[src/rtl/calc_bcd_conv.sv]
// calc_bcd_conv: sequential binary-to-BCD converter for the calculator display.
// Runs an iterative shift-add-3 (double dabble) conversion over WIDTH cycles
// and presents packed BCD digits, a display sign and a leading-zero blanking mask.
// The result registers bcd/sign/digit_en change only on the done pulse.
module calc_bcd_conv #(
    parameter int WIDTH  = 16,
    parameter int DIGITS = 5
) (
    input  logic                  clk,
    input  logic                  rst,
    input  logic                  start,
    input  logic [WIDTH-1:0]      bin,
    input  logic                  neg,
    output logic                  busy,
    output logic                  done,
    output logic [4*DIGITS-1:0]   bcd,
    output logic                  sign,
    output logic [DIGITS-1:0]     digit_en
);

    localparam int BW = 4 * DIGITS;
    localparam int CW = $clog2(WIDTH + 1);
    localparam logic [CW-1:0] LAST_CNT = CW'(WIDTH - 1);
    localparam logic [DIGITS-1:0] EN_RST = {{(DIGITS-1){1'b0}}, 1'b1};

    typedef enum logic [1:0] {
        IDLE = 2'd0,
        CONV = 2'd1,
        DONE = 2'd2
    } state_t;

    // Control state
    state_t          state_q, state_d;
    logic [CW-1:0]   cnt_q, cnt_d;

    // Conversion datapath: scratch BCD digits on top of the binary shift register
    logic [BW-1:0]    scratch_q, scratch_d;
    logic [WIDTH-1:0] shreg_q, shreg_d;
    logic             neg_q, neg_d;
    logic             nz_q, nz_d;

    // Registered outputs
    logic             busy_q, busy_d;
    logic             done_q, done_d;
    logic [BW-1:0]    bcd_q, bcd_d;
    logic             sign_q, sign_d;
    logic [DIGITS-1:0] en_q, en_d;

    // Helper signals
    logic [BW-1:0]     scratch_adj;
    logic [DIGITS-1:0] en_calc;
    logic              accept;

    // Add-3 correction: every scratch digit of 5 or more gets +3 before the shift.
    always_comb begin
        scratch_adj = scratch_q;
        for (int i = 0; i < DIGITS; i++) begin
            if (scratch_q[4*i +: 4] >= 4'd5) begin
                scratch_adj[4*i +: 4] = scratch_q[4*i +: 4] + 4'd3;
            end
        end
    end

    // Leading-zero blanking: a digit is lit if it or any more significant digit
    // is non-zero; the units digit is always lit.
    always_comb begin
        logic any_nz;
        any_nz  = 1'b0;
        en_calc = '0;
        for (int i = DIGITS - 1; i >= 0; i--) begin
            any_nz     = any_nz | (scratch_q[4*i +: 4] != 4'd0);
            en_calc[i] = any_nz;
        end
        en_calc[0] = 1'b1;
    end

    // A new request is taken in IDLE and also in DONE, allowing back-to-back runs.
    assign accept = start && ((state_q == IDLE) || (state_q == DONE));

    // Next-state and datapath update.
    always_comb begin
        // NOTE: every signal written here gets a default first, so no path can
        // leave one unassigned and infer a latch.
        state_d   = state_q;
        cnt_d     = cnt_q;
        scratch_d = scratch_q;
        shreg_d   = shreg_q;
        neg_d     = neg_q;
        nz_d      = nz_q;
        bcd_d     = bcd_q;
        sign_d    = sign_q;
        en_d      = en_q;
        done_d    = 1'b0;
        busy_d    = (state_q == CONV);

        case (state_q)
            IDLE: begin
                state_d = IDLE;
            end

            CONV: begin
                {scratch_d, shreg_d} = {scratch_adj, shreg_q} << 1;
                cnt_d                = cnt_q + CW'(1);
                if (cnt_q == LAST_CNT) begin
                    state_d = DONE;
                end
            end

            DONE: begin
                // Publish the finished conversion; -0 displays as plain 0.
                bcd_d   = scratch_q;
                sign_d  = neg_q & nz_q;
                en_d    = en_calc;
                done_d  = 1'b1;
                state_d = IDLE;
            end

            default: begin
                state_d = IDLE;
            end
        endcase

        // Load a new operand; overrides the DONE -> IDLE transition.
        if (accept) begin
            shreg_d   = bin;
            scratch_d = '0;
            neg_d     = neg;
            nz_d      = (bin != '0);
            cnt_d     = '0;
            state_d   = CONV;
        end
    end

    // State and output registers with synchronous reset; a reset mid-conversion
    // aborts it without a done pulse.
    always_ff @(posedge clk) begin
        // NOTE: sequential state uses non-blocking assignments so every register
        // samples the pre-edge values regardless of statement order.
        if (rst) begin
            state_q   <= IDLE;
            cnt_q     <= '0;
            scratch_q <= '0;
            shreg_q   <= '0;
            neg_q     <= 1'b0;
            nz_q      <= 1'b0;
            busy_q    <= 1'b0;
            done_q    <= 1'b0;
            bcd_q     <= '0;
            sign_q    <= 1'b0;
            en_q      <= EN_RST;
        end else begin
            state_q   <= state_d;
            cnt_q     <= cnt_d;
            scratch_q <= scratch_d;
            shreg_q   <= shreg_d;
            neg_q     <= neg_d;
            nz_q      <= nz_d;
            busy_q    <= busy_d;
            done_q    <= done_d;
            bcd_q     <= bcd_d;
            sign_q    <= sign_d;
            en_q      <= en_d;
        end
    end

    assign busy     = busy_q;
    assign done     = done_q;
    assign bcd      = bcd_q;
    assign sign     = sign_q;
    assign digit_en = en_q;

endmodule
[config.mk]
export PLATFORM = sky130hd
export DESIGN_NAME = calc_bcd_conv
export DESIGN_NICKNAME = d
export VERILOG_FILES = /design/src/rtl/calc_bcd_conv.sv
export SDC_FILE = /design/constraint.sdc
export NUM_CORES = 1
export LEC_CHECK = 0
export ABC_AREA = 0
export ABC_CLOCK_PERIOD_IN_PS = 4300
export BUFFER_PORTS_ARGS = -buffer_cell sky130_fd_sc_hd__clkbuf_2
export CAP_MARGIN = 5
export CORE_ASPECT_RATIO = 1.2
export CORE_MARGIN = 8
export CORE_UTILIZATION = 57
export CTS_CLUSTER_SIZE = 20
export DETAILED_ROUTE_END_ITERATION = 8
export GPL_TIMING_DRIVEN = 0
export PLACE_DENSITY = 0.84
export SKIP_LAST_GASP = 1
export SLEW_MARGIN = 20
export SYNTH_ARGS = -nofsm -noshare
export SYNTH_HDL_FRONTEND = slang
export SYNTH_SLANG_ARGS = --single-unit
export TNS_END_PERCENT = 30
[constraint.sdc]
create_clock -name clk -period 4.3 [get_ports clk]
set_input_delay 0.43 -clock clk [delete_from_list [all_inputs] [get_ports clk]]
set_output_delay 0.43 -clock clk [all_outputs]
set_load 0.03 [all_outputs]
* After elaboration in Yosys (flattened, before gate mapping)
Index checks and enable logic that the tools add are counted.
** Storage, ports and cells
- Output and inout bits :: 28
- Memory bits (read-only) :: 0
- Bits in writable memories :: 0
- Latch bits :: 0
- Register bits after elaboration :: 72
- Memories kept :: 0
** Operators by class
- Add/subtract/negate cells :: 6
- Bitwise logic cells :: 5
- Eq/ne operators :: 4
- Order comparisons :: 5
- Shifts and indexed selects :: 0
- Muxes and demuxes :: 11
- Multiply operators :: 0
- Divide/modulo/power cells :: 0
- Reduce and logical (&&, ||, !) cells :: 11
** Operators with widths (number)
- 16-bit 2-to-1 mux :: 2
- 4-bit by 3-bit greater-or-equal comparator with 1-bit output (second input constant) :: 5
- 4-bit by 2-bit adder with 4-bit output (second input constant) :: 4
- 4-bit 2-to-1 mux :: 4
- 16-bit nonzero test :: 1
- 4-bit nonzero test :: 4
- 5-bit by 1-bit adder with 5-bit output (second input constant) :: 1
- 5-bit by 4-bit == test with 1-bit output (second input constant) :: 1
- 1-bit 2-to-1 mux :: 4
- 3-bit by 2-bit adder with 3-bit output (second input constant) :: 1
- 3-bit 2-to-1 mux :: 1
- 3-bit by 1-bit != test with 1-bit output (second input constant) :: 1
- 1-bit bitwise OR :: 3
- 3-bit OR reduction :: 1
- 2-bit by 1-bit == test with 1-bit output (second input constant) :: 1
- 2-bit == test (second input constant) :: 1
- 2-bit zero test :: 1
- 2-bit nonzero test :: 1
- 2-bit OR reduction :: 1
- 1-bit AND :: 1
- 1-bit logical AND :: 1
- 1-bit logical OR :: 1
- 1-bit inverter :: 1

* Logic depth before layout (Yosys ltp)
- Depth after elaboration :: 4
- Mapped depth :: 6
- Depth with buffers taken out :: 6

* Worst setup path after synthesis
No wires, ideal clock.
- Path type :: input-to-reg
- From :: in rst
- To :: reg scratch_q[18]
- Setup time :: 0.079 ns
- Slack :: 2.841 ns
- Path buffers :: 2
- Data arrival time :: 1.380 ns
- Required time :: 4.221 ns
- Stages on the path :: 5
- Cells stage by stage :: nand2b_1 > buf_6 > buf_6 > or4_1 > o211ai_1
** On the way
- Cells in the longest elaborated chain, start to end :: 1
** RTL lines
- start: declaration :: RTL line 10 : input logic rst,
- 2-bit OR reduction (no source line)
- end signal: assignment :: RTL line 154 : scratch_q <= scratch_d;
- end: declaration :: RTL line 37 : logic [BW-1:0] scratch_q, scratch_d;
No other way between the ends.
A chain may end at the register's enable or synchronous reset.

* Worst setup path in the final report
- From :: reg state_q[1]
- To :: reg shreg_q[1]
** On the way
- Cells in the longest elaborated chain, start to end :: 4
** RTL lines
- start: declaration :: RTL line 33 : state_t state_q, state_d;
- start signal: assignment :: RTL line 152 : state_q <= state_d;
- 2-bit == test or 2-bit zero test (tied branches) :: RTL line 78 : assign accept = start && ((state_q == IDLE) || (state_q == DONE));
- 1-bit logical OR :: RTL line 78
- 1-bit logical AND :: RTL line 78
- 16-bit 2-to-1 mux or 2-bit nonzero test (tied branches)
- end signal: assignment :: RTL line 155 : shreg_q <= shreg_d;
- end: declaration :: RTL line 38 : logic [WIDTH-1:0] shreg_q, shreg_d;
Parallel ways exist; a longest one is shown, timed or not.

==> impl_metrics.toml <==
[run_status]
status = "complete, no violations"

[cts]
cts_sinks = 72
htreeDepth = 3
post_cts_buffers = 0
clkLatencyLatePin_ns = 0.36
ctsHoldBuffers = 0
cts_root_buf = "clkbuf_8"
path_clk_slew_ns = 0.07
post_cts_resized = 0
cts_buffer_depth = 2
cts_tree = "done"
cts_buffers = 9

[grt]
grt_max_degree = 11
grt_usage = 0.1941
grt_overflow = 0
grt_first_pass_wirelength_um = 13230
grt_antenna_before_repair = 0
grt_pass1_vias = 2868

[finish]
most-common-layout-cells = "dfxtp_1 (72), nand2_1 (63), clkbuf_2 (46)"
final_util = 0.6823
final_common_cell = "dfxtp_1"
drive_above_1_share = 0.1448
fin_nets = 475
fin_cells = 504
diodes = 0
fin_area_sq_um = 3615
nFillCells = 447
area_growth_pct = 15.33

[setup_path]
crit_required_ns = 4.56
arrival_ns = 2.13
criticalPathCategory = "reg2reg"
reg2reg_from = "state_q[1]$_SDFFE_PP0N_"
path_cells = "nand2b_1, buf_2, clkbuf_1, nand2_1, a311oi_1"
slowest_delay_ns = 0.51
critPathTopFamily = "buffers and inverters"
worst-path-buf-inv = 2
cp-start-kind = "flop"
crit_slowest_cell = "clkbuf_1"
cp-end-kind = "flop"
path_max_fanout = 10
startpoint = "state_q[1]$_SDFFE_PP0N_"

[floorplanning]
start_util = 0.5916
core_sq_um = 5298
dieArea_sq_um = 8137
dieWidth_um = 83.69
ios = 48
dieHeight_um = 97.23
rows = 29

[logic_synthesis]
yosysSeqAreaShare = 0.4599
syn_area_per_cell_sq_um = 8.205
syn-cell-area_sq_um = 3134
ys.warnings.count = 0
synth.distinct_cells = 34
ys_seq_elements = 72
synth_fp_nets = 418
syn_inst = 382

[timing]
tightest_slew_ns = 0.6992
rsz0062_at_grt = "false"
max_freq_ghz = 0.5331
slew_violations = 0
setup_viol = 0
finalHoldViolCount = 0
min_period_ns = 1.876
fin_setup_tns_ns = 0
fin_skew_ns = 0.007078
fin_crit_sh = 0.4362
slew_headroom = 0.5273

[power]
vdd_drop_max_v = 0.0002654
power_uw = 1315
power_density_nw_per_um2 = 363.8
leakage_uw = 0.001358

[detailed_routing]
drtPass1Iterations = 4
wirelength_um = 7829
vias = 2935
avgRoutedWirePerCell_um = 15.53
vias_per_cell = 5.823
route.detailed.drc = 0
ant_nets = 0
drt_iter0_drc = 192

[placement]
dp_hpwl_um = 5500
place_area_sq_um = 3442
dpl.cell_count = 490
gp_congestion = 0.9041
port_buffers = 46

[hold_path]
hold_class = "in2reg"
min-delay-start = "neg"

[job]
drv_cap = 0
[layer usage]
metal  vias to the layer above  part of all wire  global-route usage
met5                         -                 0                   0
met4                         0             0.029              0.1092
met3                        18             0.060             0.05453
met1                      1374              0.42              0.2157
met2                        97              0.49              0.3230
li1                       1446                 -                   -
[synth_stat cells]
cell type / number / area (sq um)
a211oi_1: 5 / 37.54
a21oi_1: 38 / 190.2
a311oi_1: 4 / 35.03
and2b_1: 1 / 7.510
and3_1: 2 / 12.51
and4_1: 1 / 8.760
buf_2: 2 / 10.01
buf_4: 1 / 7.510
buf_6: 2 / 22.52
clkbuf_1: 22 / 82.58
conb_1: 1 / 3.750
dfxtp_1: 72 / 1441
ha_1: 16 / 200.2
inv_1: 11 / 41.29
mux2i_1: 1 / 10.01
nand2_1: 63 / 236.5
nand2b_1: 8 / 50.05
nand2b_2: 1 / 8.760
nand3_1: 6 / 30.03
nand4_1: 11 / 68.82
nor2_1: 40 / 150.1
nor2b_1: 2 / 12.51
nor3_1: 17 / 85.08
nor3b_1: 4 / 30.03
nor4_1: 4 / 25.02
nor4b_1: 1 / 8.760
o211ai_1: 5 / 37.54
o21ai_0: 9 / 45.04
o22ai_1: 12 / 75.07
o311ai_0: 5 / 43.79
or3_1: 1 / 6.260
or4_1: 10 / 75.07
xnor2_1: 1 / 8.760
xor2_1: 3 / 26.28
[logic make-up after synthesis]
family          count (synthesis)  share of synthesized area
compound gates                 78                     0.1481
xor+xnor                        4                    0.01118
fa+ha+maj                      16                    0.06387
buf+inv                        38                    0.05230
other cells                     1                   0.001196
flops                          72                     0.4599
simple gates                  172                     0.2603
mux                             1                   0.003194
[tightest hold or removal path, stage by stage]
cell,delay (ns)
clkbuf_2,0.08
nand2_1,0.04
a21oi_1,0.05
[report_power, final]
part	leakage (uW)	internal (uW)	switching (uW)	total (uW)
clock	0.0000886	251	235	486
sequential	0.000585	688	14.1	702
combinational	0.000684	43.8	82.8	127
total	0.00136	983	332	1320
[flip-flops by register name, indices dropped and copies added, names as in the netlist]
| signal | count |
|---|---|
| busy | 1 |
| done | 1 |
| sign | 1 |
| cnt_q | 5 |
| scratch_q | 20 |
| digit_en | 4 |
| state_q | 2 |
| neg_q | 1 |
| shreg_q | 16 |
| bcd | 20 |
| nz_q | 1 |
[per-stage QoR]
step,hold slack (ns),setup slack [ns]
2_1_floorplan,0.4321,2.841
3_3_place_gp,0.4398,2.512
3_5_place_dp,0.4454,2.489
4_1_cts,0.2881,2.447
5_1_grt,0.3114,2.315
6_report,0.2980,2.424
[worst paths after layout]
kind,depth (start not counted),endpoint,slack (ns)
setup / recovery,5,shreg_q[1]$_SDFFE_PP0P_,2.42
hold / removal,3,neg_q$_SDFFE_PP0P_,0.30
setup reg to reg,5,shreg_q[1]$_SDFFE_PP0P_,2.42
hold reg to reg,2,bcd[12]$_SDFFE_PP0P_,0.45
[final cells by class]
cell class	count	area (sq um)	share of cell area
tap	62	77.57	0.02146
inverter	11	41.29	0.01142
sequential	72	1441	0.3988
multi-input combinational	272	1529	0.4230
clock buffer	14	172.7	0.04777
buffer	27	122.6	0.03392
timing repair buffer	46	230.2	0.06369
No activity file was read; power rests on OpenSTA's default activity.
